## config.mk

```make
export PLATFORM = sky130hd
export DESIGN_NAME = dct_blk_sched
export DESIGN_NICKNAME = d
export VERILOG_FILES = /design/src/rtl/dct_blk_sched.sv
export SDC_FILE = /design/constraint.sdc
export NUM_CORES = 1
export LEC_CHECK = 0
export BUFFER_PORTS_ARGS = -buffer_cell sky130_fd_sc_hd__buf_4
export CAP_MARGIN = 5
export CORE_MARGIN = 2
export CORE_UTILIZATION = 47
export CTS_CLUSTER_DIAMETER = 100
export DETAILED_ROUTE_END_ITERATION = 8
export PLACE_DENSITY = 0.76
export SLEW_MARGIN = 25
export SYNTH_ARGS = -nofsm -noshare
export SYNTH_HDL_FRONTEND = slang
export SYNTH_SLANG_ARGS = --single-unit
```

## constraint.sdc

```tcl
create_clock -name clock -period 2.1 [get_ports clock]
set_clock_uncertainty 0.15 [all_clocks]
set_input_delay 0.525 -clock clock [delete_from_list [all_inputs] [get_ports clock]]
set_output_delay 0.525 -clock clock [all_outputs]
set_load 0.01 [all_outputs]
```

## src/rtl/dct_blk_sched.sv

```systemverilog
// Block scheduler for the shared dct_top: arbitrates forward-DCT / IDCT requesters,
// streams one 8x8 block per grant and counts its 64 results before signalling done.
module dct_blk_sched #(
  parameter int D_WIDTH = 13,
  parameter int TIMEOUT = 2047,
  parameter int MIN_GAP = 2
) (
  input  logic               clock,
  input  logic               reset_n,
  input  logic [1:0]         req,
  output logic [1:0]         gnt,
  output logic [1:0]         done,
  output logic               err,
  output logic               src_ren,
  output logic [5:0]         src_raddr,
  input  logic [D_WIDTH-1:0] src_rdata0,
  input  logic [D_WIDTH-1:0] src_rdata1,
  output logic               dct_flag,
  output logic               rm_data_en,
  output logic [6:0]         rm_data_idx,
  output logic [D_WIDTH-1:0] rm_data,
  input  logic               dct_out_en,
  input  logic [5:0]         dct_out_idx
);
  localparam int WD_W  = $clog2(TIMEOUT + 1);
  localparam int GAP_W = (MIN_GAP > 1) ? $clog2(MIN_GAP) : 1;

  typedef enum logic [2:0] {IDLE, LOAD, DRAIN, DONE, GAP} state_t;

  state_t           state;
  logic             rr_last;
  logic [5:0]       res_cnt;
  logic             res_wrap;
  logic [WD_W-1:0]  wd_cnt;
  logic [GAP_W-1:0] gap_cnt;
  logic             win0, res_last, wd_last, gap_last, unused_idx;

  // requester 0 wins when alone, or on a tie when requester 1 was served last
  assign win0       = req[0] & (~req[1] | rr_last);
  assign res_last   = res_wrap | (dct_out_en & (res_cnt == 6'd63));
  assign wd_last    = (32'(wd_cnt) + 32'd1 >= 32'(TIMEOUT));
  assign gap_last   = (32'(gap_cnt) + 32'd1 >= 32'(MIN_GAP));
  assign unused_idx = ^dct_out_idx;

  // The sample buffers already register their read, so their output lines up
  // with the delayed strobe; only the requester select is needed here.
  assign rm_data = rm_data_en ? (gnt[0] ? src_rdata0 : src_rdata1) : '0;

  always_ff @(posedge clock or negedge reset_n) begin
    if (!reset_n) begin
      state       <= IDLE;
      rr_last     <= 1'b1;
      gnt         <= '0;
      done        <= '0;
      err         <= 1'b0;
      dct_flag    <= 1'b0;
      src_ren     <= 1'b0;
      src_raddr   <= '0;
      rm_data_en  <= 1'b0;
      rm_data_idx <= '0;
      res_cnt     <= '0;
      res_wrap    <= 1'b0;
      wd_cnt      <= '0;
      gap_cnt     <= '0;
    end else begin
      done        <= '0;
      err         <= 1'b0;
      rm_data_en  <= src_ren;
      rm_data_idx <= src_ren ? {1'b0, src_raddr} : '0;
      // results may overtake the load phase; the wrap flag saturates the count at 64
      if (dct_out_en && !res_wrap && (state == LOAD || state == DRAIN))
        {res_wrap, res_cnt} <= {res_wrap, res_cnt} + 7'd1;
      case (state)
        IDLE: if (req != 2'b00) begin
          gnt       <= win0 ? 2'b01 : 2'b10;
          dct_flag  <= win0;
          src_ren   <= 1'b1;
          src_raddr <= '0;
          res_cnt   <= '0;
          res_wrap  <= 1'b0;
          state     <= LOAD;
        end
        LOAD: if (src_raddr == 6'd63) begin
          src_ren   <= 1'b0;
          src_raddr <= '0;
          wd_cnt    <= '0;
          state     <= DRAIN;
        end else begin
          src_raddr <= src_raddr + 6'd1;
        end
        DRAIN: if (res_last) begin
          done  <= gnt;
          state <= DONE;
        end else if (wd_last) begin
          done  <= gnt;
          err   <= 1'b1;
          state <= DONE;
        end else begin
          wd_cnt <= wd_cnt + 1'b1;
        end
        DONE: begin
          gnt     <= '0;
          rr_last <= gnt[1];
          gap_cnt <= '0;
          state   <= (MIN_GAP == 0) ? IDLE : GAP;
        end
        GAP: if (gap_last) state <= IDLE;
             else          gap_cnt <= gap_cnt + 1'b1;
        default: state <= IDLE;
      endcase
    end
  end
endmodule

```

==> results of run 1 <==
state kept, by name (all words and copies together) (netlist names), 2 cells and up:
name,count
wd_cnt,11
res_cnt,6
rm_data_idx,6
src_raddr,6
state,3
done,2
gnt,2
layer usage:
layer | GRT usage (%) | part of all wire, % | up-vias
li1 | - | - | 1106
met1 | 24.1 | 44 | 1061
met2 | 32.9 | 48 | 85
met3 | 5.88 | 7.0 | 9
met4 | 5.27 | 1.2 | 0
met5 | 0 | 0 | -
worst min-delay path by stage:
stage          startpoint         end  cells past startpoint
6_report          reset_n  res_cnt[0]                      1
5_1_grt           reset_n  res_cnt[0]                      1
4_1_cts           reset_n  res_cnt[0]                      1
3_5_place_dp      rr_last     rr_last                      2
3_3_place_gp      rr_last     rr_last                      2
2_1_floorplan     reset_n    dct_flag                      0
cell type report:
cell class                      count  area share [%]
Clock inverter                      3            1.25
Inverter                            7           0.818
Multi-Input combinational cell    192            40.6
Clock buffer                        5            1.96
Timing Repair Buffer              102            22.2
Sequential cell                    43            30.7
Tap cell                           70            2.49
per-stage QoR:
step	setup WS, ns	util, %	hold WS, ns
global route	-0.0670	68.9	0.0894
finish	0.0143	68.9	0.0486
detailed placement	-0.138	63.5	0.328
global placement	-0.0648	63.5	0.319
CTS	-0.0245	67.5	0.0735
floorplan	-0.0208	-	0.0794
kinds of logic (layout without fill, tap and decap cells):
family                     Yosys count  after routing
AOI/OAI and AO/OA                   56             56
and+or+nand+nor                    105            105
buffers and inverters               20            117
xor gates and xnor gates             8              8
other                                1              1
DFF                                 43             43
muxes                               18             18
adders and majority gates            4              4
worst max-delay path: stages (launching register included):
cell and delay (ns):
dfrtp_2 0.44, ha_4 0.19, and3_4 0.18, a32o_1 0.21, a32o_2 0.30, a2111oi_4 0.33, mux2i_1 0.21
report_power, final:
| group | total, µW | internal (µW) | switching, µW | leakage, µW |
|---|---|---|---|---|
| Combinational | 1680 | 891 | 785 | 0.000966 |
| Sequential | 1350 | 1080 | 268 | 0.000541 |
| Clock | 637 | 354 | 283 | 0.0000581 |
| Total | 3660 | 2320 | 1330 | 0.00157 |
what timing repair did:
action                                  in CTS  in global routing
buffers inserted                             3                  2
resized for setup                           15                 13
endpoints found under the setup margin      11                 22
pin swaps                                   10                  4
placed cells by master (no fill, tap or decap), types with 4 or more instances in the layout:
| cell | n |
|---|---|
| and2_1 | 7 |
| nand4_1 | 5 |
| clkbuf_8 | 5 |
| a21oi_1 | 10 |
| nand2_1 | 29 |
| inv_1 | 6 |
| xor2_1 | 4 |
| nor2b_1 | 13 |
| nor2_1 | 11 |
| mux2i_1 | 18 |
| buf_6 | 4 |
| and3_1 | 4 |
| buf_4 | 98 |
| o21ai_0 | 14 |
| nand3_1 | 6 |
| dfrtp_1 | 40 |
==> flow_summary_export.csv, run 1 <==
group,metric,value,unit
placed_design,placedCellCount,409,
layout,n_fill_cell,380,
layout,multi_input_area,0.00143,mm²
critical_path,path_class,"reg2reg",
clocking,holdBufCountCts,0,
placed_design,gp_congestion,0.833,
yosys,ys.flop_type,"dfrtp_1",
timing,rsz0062_at_grt,"true",
yosys,synth_top_cell_by_area,"dfrtp_1",
timing,period_minus_slack,2.09,ns
critical_path,critPathLaunchType,"flop",
clocking,cts_tree,"done",
flow_run,drv_cap,0,
yosys,yosysWarnings,0,
yosys,synth_area_leaders,"dfrtp_1, mux2i_1, nand2_1",
detailed_routing,routed_wl,5.94,mm
grt,grt.overflow.total,0,
layout,fin_nets,392,
clocking,clk-insertion-delay-late,0.29,ns
yosys,synth_nets,296,
grt,antenna_found_initial,0,
yosys,ys_seq_area_share,43.2,%
placed_design,dp_hpwl,4.30,mm
critical_path,ff2ff_setup_slack,0.01,ns
grt,grt_pass1_wl,9.40,mm
layout,area_growth,41.0,%
yosys,ys_types,62,
die,fp.dieW,76.8,µm
clocking,cts.clk_slew.worst_paths,0.08,ns
pwr,irDropWorstVdd,0.000545,V
grt,grt_max_degree,44,
clocking,clock-sinks,43,
detailed_routing,avgViaCountPerCell,5.36,
critical_path,path_max_fanout,6,
die,row_count,26,
timing,relSlewSlack,63.5,%
yosys,synth-simple-area-share,23.3,%
layout,drive_above_1_share,40.6,%
critical_path,cp-endpoint,"wd_cnt[10]",
timing,drv_slew,0,
timing,max_freq,479,MHz
critical_path,cp-end-kind,"flop",
critical_path,r2r-start,"wd_cnt[0]",
yosys,synth_compound_area_share,16.7,%
detailed_routing,antenna_left,0,
yosys,synthArstFlopShare,100,%
yosys,synth_edf_count,0,
yosys,avgSynthCellArea,9.78,µm²
yosys,synth_xor_area_share,2.81,%
yosys,synth_most_common_cell,"dfrtp_1",
layout,diodes,0,
critical_path,rr_worst_depth,6,
die,die-area,0.00590,mm²
detailed_routing,wl_per_cell,14.1,µm
timing,fin_crit_sh,99.3,%
pwr,powerDensity,1040,mW/mm²
detailed_routing,initialDrtViolationCount,105,
yosys,synth-seq-cells,43,
yosys,muxShareOfSynthArea,7.23,%
yosys,netlist_instances,255,
layout,finalNonFillerCells,422,
timing,worst_pin_slew,0.543,ns
die,die_y,76.8,µm
grt,groute.usage.overall,19.4,%
layout,stdcell_area,0.00352,mm²
detailed_routing,drtPass1Iterations,4,
detailed_routing,drc_errors,0,
min_path,min_path_type,"in2async",
layout,final-seq-area,0.00108,mm²
timing,hold_violations,0,
critical_path,crit_required,2.17,ns
detailed_routing,vias,2261,
critical_path,r2r_end,"wd_cnt[10]",
placed_design,placed_area,0.00324,mm²
timing,tns,0,ns
critical_path,crit_start,"wd_cnt[0]",
yosys,synth_top_area_share,42.1,%
pwr,p_leak,0.00157,µW
pwr,total_power,3660,µW
yosys,synthTopCellsByCount,"dfrtp_1, nand2_1, mux2i_1",
grt,grt_pass1_vias,2041,
timing,setup_viol,0,
die,io-pin-count,71,
outcome,status,"finished clean",
clocking,clk_path_buf_depth,2,
die,start_util,48.8,%
yosys,synth_top_family_by_area,"simple AND/OR/NAND/NOR gates",
clocking,cts-htree-levels,2,
clocking,cts_root_buf,"clkbuf_8",
die,core_area,0.00511,mm²
critical_path,critical_path_arrival,2.16,ns
yosys,synthAdderAreaFrac,2.01,%
clocking,cts_buffers,5,
placed_design,io_buffers,63,
yosys,syn-cell-area,0.00249,mm²
No activity file was read; power rests on OpenSTA's default activity.
==> run 2, diff against run 1 <==
MAX_ROUTING_LAYER = met4   (was not set)
REMOVE_ABC_BUFFERS = 1   (was not set)
==> run 2 against run 1 <==
Effect of this change:
- cell area up 0.11%
- power up 0.28%
- non-clock buffer count unchanged
- critical path type unchanged
- flip-flop and latch count unchanged
- via count down 0.80%
- cell count unchanged
- count of clock-buffer cells in the layout up 1
- combinational power about the same
- die area unchanged
- critical endpoint is now wd_cnt[3]
- global-route usage up 1.6 points
==> flow_summary_export.csv, run 2 (synthesized netlist as in run 1, its figures left out) <==
group,metric,value,unit
critical_path,path_max_fanout,5,
detailed_routing,antenna_left,0,
layout,stdcell_area,0.00352,mm²
grt,groute.usage.overall,21.1,%
critical_path,crit_required,2.19,ns
critical_path,critical_path.top_delay_family,"compound AO/OA/AOI/OAI gates",
detailed_routing,wl_per_cell,14.1,µm
clocking,cts_tree,"done",
critical_path,crit_slowest_cell,"dfrtp_1",
critical_path,critPathLaunchType,"flop",
detailed_routing,avgViaCountPerCell,5.32,
clocking,clk_path_buf_depth,2,
grt,antenna_found_initial,0,
timing,holdWs,0.0394,ns
timing,setup_viol,0,
grt,grt_pass1_vias,2086,
die,row_count,26,
grt,grt_pass1_wl,9.76,mm
layout,final-seq-area,0.00108,mm²
detailed_routing,drtPass1Iterations,4,
grt,grt_max_degree,44,
die,start_util,48.8,%
layout,fin_nets,392,
clocking,cts-htree-levels,2,
detailed_routing,drc_errors,0,
layout,diodes,0,
grt,grt.overflow.total,0,
placed_design,io_buffers,63,
clocking,clk-insertion-delay-late,0.30,ns
critical_path,ff2ff_setup_slack,0.006,ns
critical_path,r2r-start,"wd_cnt[0]",
die,io-pin-count,71,
critical_path,path_cells,"ha_4 -> and3_4 -> a32o_1 -> a32o_2 -> buf_6 -> a2111o_1 -> nand2_1",
timing,drv_slew,0,
timing,period_minus_slack,2.09,ns
critical_path,worst_path_largest_cell_delay,0.42,ns
critical_path,cp-end-kind,"flop",
layout,largest_register_ffs,11,
detailed_routing,initialDrtViolationCount,109,
critical_path,rr_worst_depth,7,
pwr,powerDensity,1040,mW/mm²
layout,top_register,"wd_cnt",
die,fp.dieW,76.8,µm
layout,multi_input_area,0.00140,mm²
clocking,cts_root_buf,"clkbuf_8",
layout,n_fill_cell,379,
layout,area_growth,41.2,%
placed_design,gp_congestion,0.855,
critical_path,cp_num_buf_inv,1,
timing,worst_pin_slew,0.609,ns
min_path,min_path_type,"in2async",
timing,relSlewSlack,58.9,%
die,die-area,0.00590,mm²
outcome,status,"finished clean",
clocking,cts.clk_slew.worst_paths,0.08,ns
detailed_routing,vias,2243,
placed_design,placed_area,0.00324,mm²
timing,max_freq,478,MHz
timing,fin_crit_sh,99.7,%
layout,final_cell_mix,"buf_4, dfrtp_1, nand2_1",
critical_path,path_class,"reg2reg",
die,die_y,76.8,µm
layout,final_common_cell,"buf_4",
clocking,clock-sinks,43,
die,core_area,0.00511,mm²
timing,rsz0062_at_grt,"true",
placed_design,dp_hpwl,4.45,mm
flow_run,drv_cap,0,
clocking,cts_buffers,5,
critical_path,critical_path_arrival,2.18,ns
layout,drive_above_1_share,39.2,%
pwr,p_leak,0.00159,µW
detailed_routing,routed_wl,5.97,mm
critical_path,r2r_end,"wd_cnt[3]",
pwr,irDropWorstVdd,0.000468,V
timing,hold_violations,0,
run 2: worst max path at each step:
stage / startpoint / end / slack [ns] / cells past startpoint
3_3_place_gp: wd_cnt[0] / wd_cnt[10] / -0.05 / 6
3_5_place_dp: wd_cnt[0] / done[0] / -0.10 / 7
5_1_grt: wd_cnt[0] / wd_cnt[3] / -0.06 / 7
4_1_cts: wd_cnt[0] / wd_cnt[3] / -0.01 / 7
6_report: wd_cnt[0] / wd_cnt[3] / 0.006 / 7
2_1_floorplan: res_cnt[0] / wd_cnt[10] / -0.15 / 6
run 2: power breakdown:
| group | total [µW] | internal, µW | switching (µW) |
|---|---|---|---|
| Combinational | 1650 | 879 | 767 |
| Sequential | 1340 | 1080 | 265 |
| Clock | 681 | 391 | 290 |
| Total | 3670 | 2350 | 1320 |
run 2: routing by layer:
| layer | global-route usage, % | wire length, µm | up-vias |
|---|---|---|---|
| met2 | 34.1 | 2800 | 76 |
| met4 | 7.64 | 106 | 0 |
| met3 | 5.65 | 403 | 10 |
| li1 | - | - | 1109 |
| met1 | 25.3 | 2660 | 1048 |
| met5 | - | 0 | - |
run 2: through the flow:
stage                     worst slack, ns  total power [µW]  cells  setup TNS [ns]  utilization, %
after floorplan                    -0.154              2100    242          -0.491               -
after global placement            -0.0487              2830    412          -0.395            63.5
after detailed placement           -0.105              2880    412          -0.762            63.5
after CTS                         -0.0119              3640    421         -0.0195            68.0
after global routing              -0.0648              3930    422          -0.422            68.9
final                             0.00590              3670    422               0            68.9
run 2: timing repair:
| action | 4_1_cts | 5_1_grt |
|---|---|---|
| buffers inserted | 1 | 1 |
| setup endpoints to repair | 12 | 25 |
| pin swaps | 5 | 11 |
| hold buffers | 0 | 0 |
| resized for setup | 20 | 11 |
run 2: area by class of cell:
class / instances / share of cell area (%)
clock buffer: 6 / 2.35
multi-input combinational: 192 / 39.9
timing repair buffer: 102 / 22.7
sequential: 43 / 30.6
tap: 70 / 2.49
inverter: 7 / 0.817
clock inverter: 2 / 1.10
run 2: worst reg2reg max path: cells and delay by family (launching register included):
kind	cells	cell delay [ns]
AOI/OAI and AO/OA	3	0.90
adders and majority gates	1	0.19
buffers and inverters	1	0.14
DFF	1	0.42
and+or+nand+nor	2	0.24
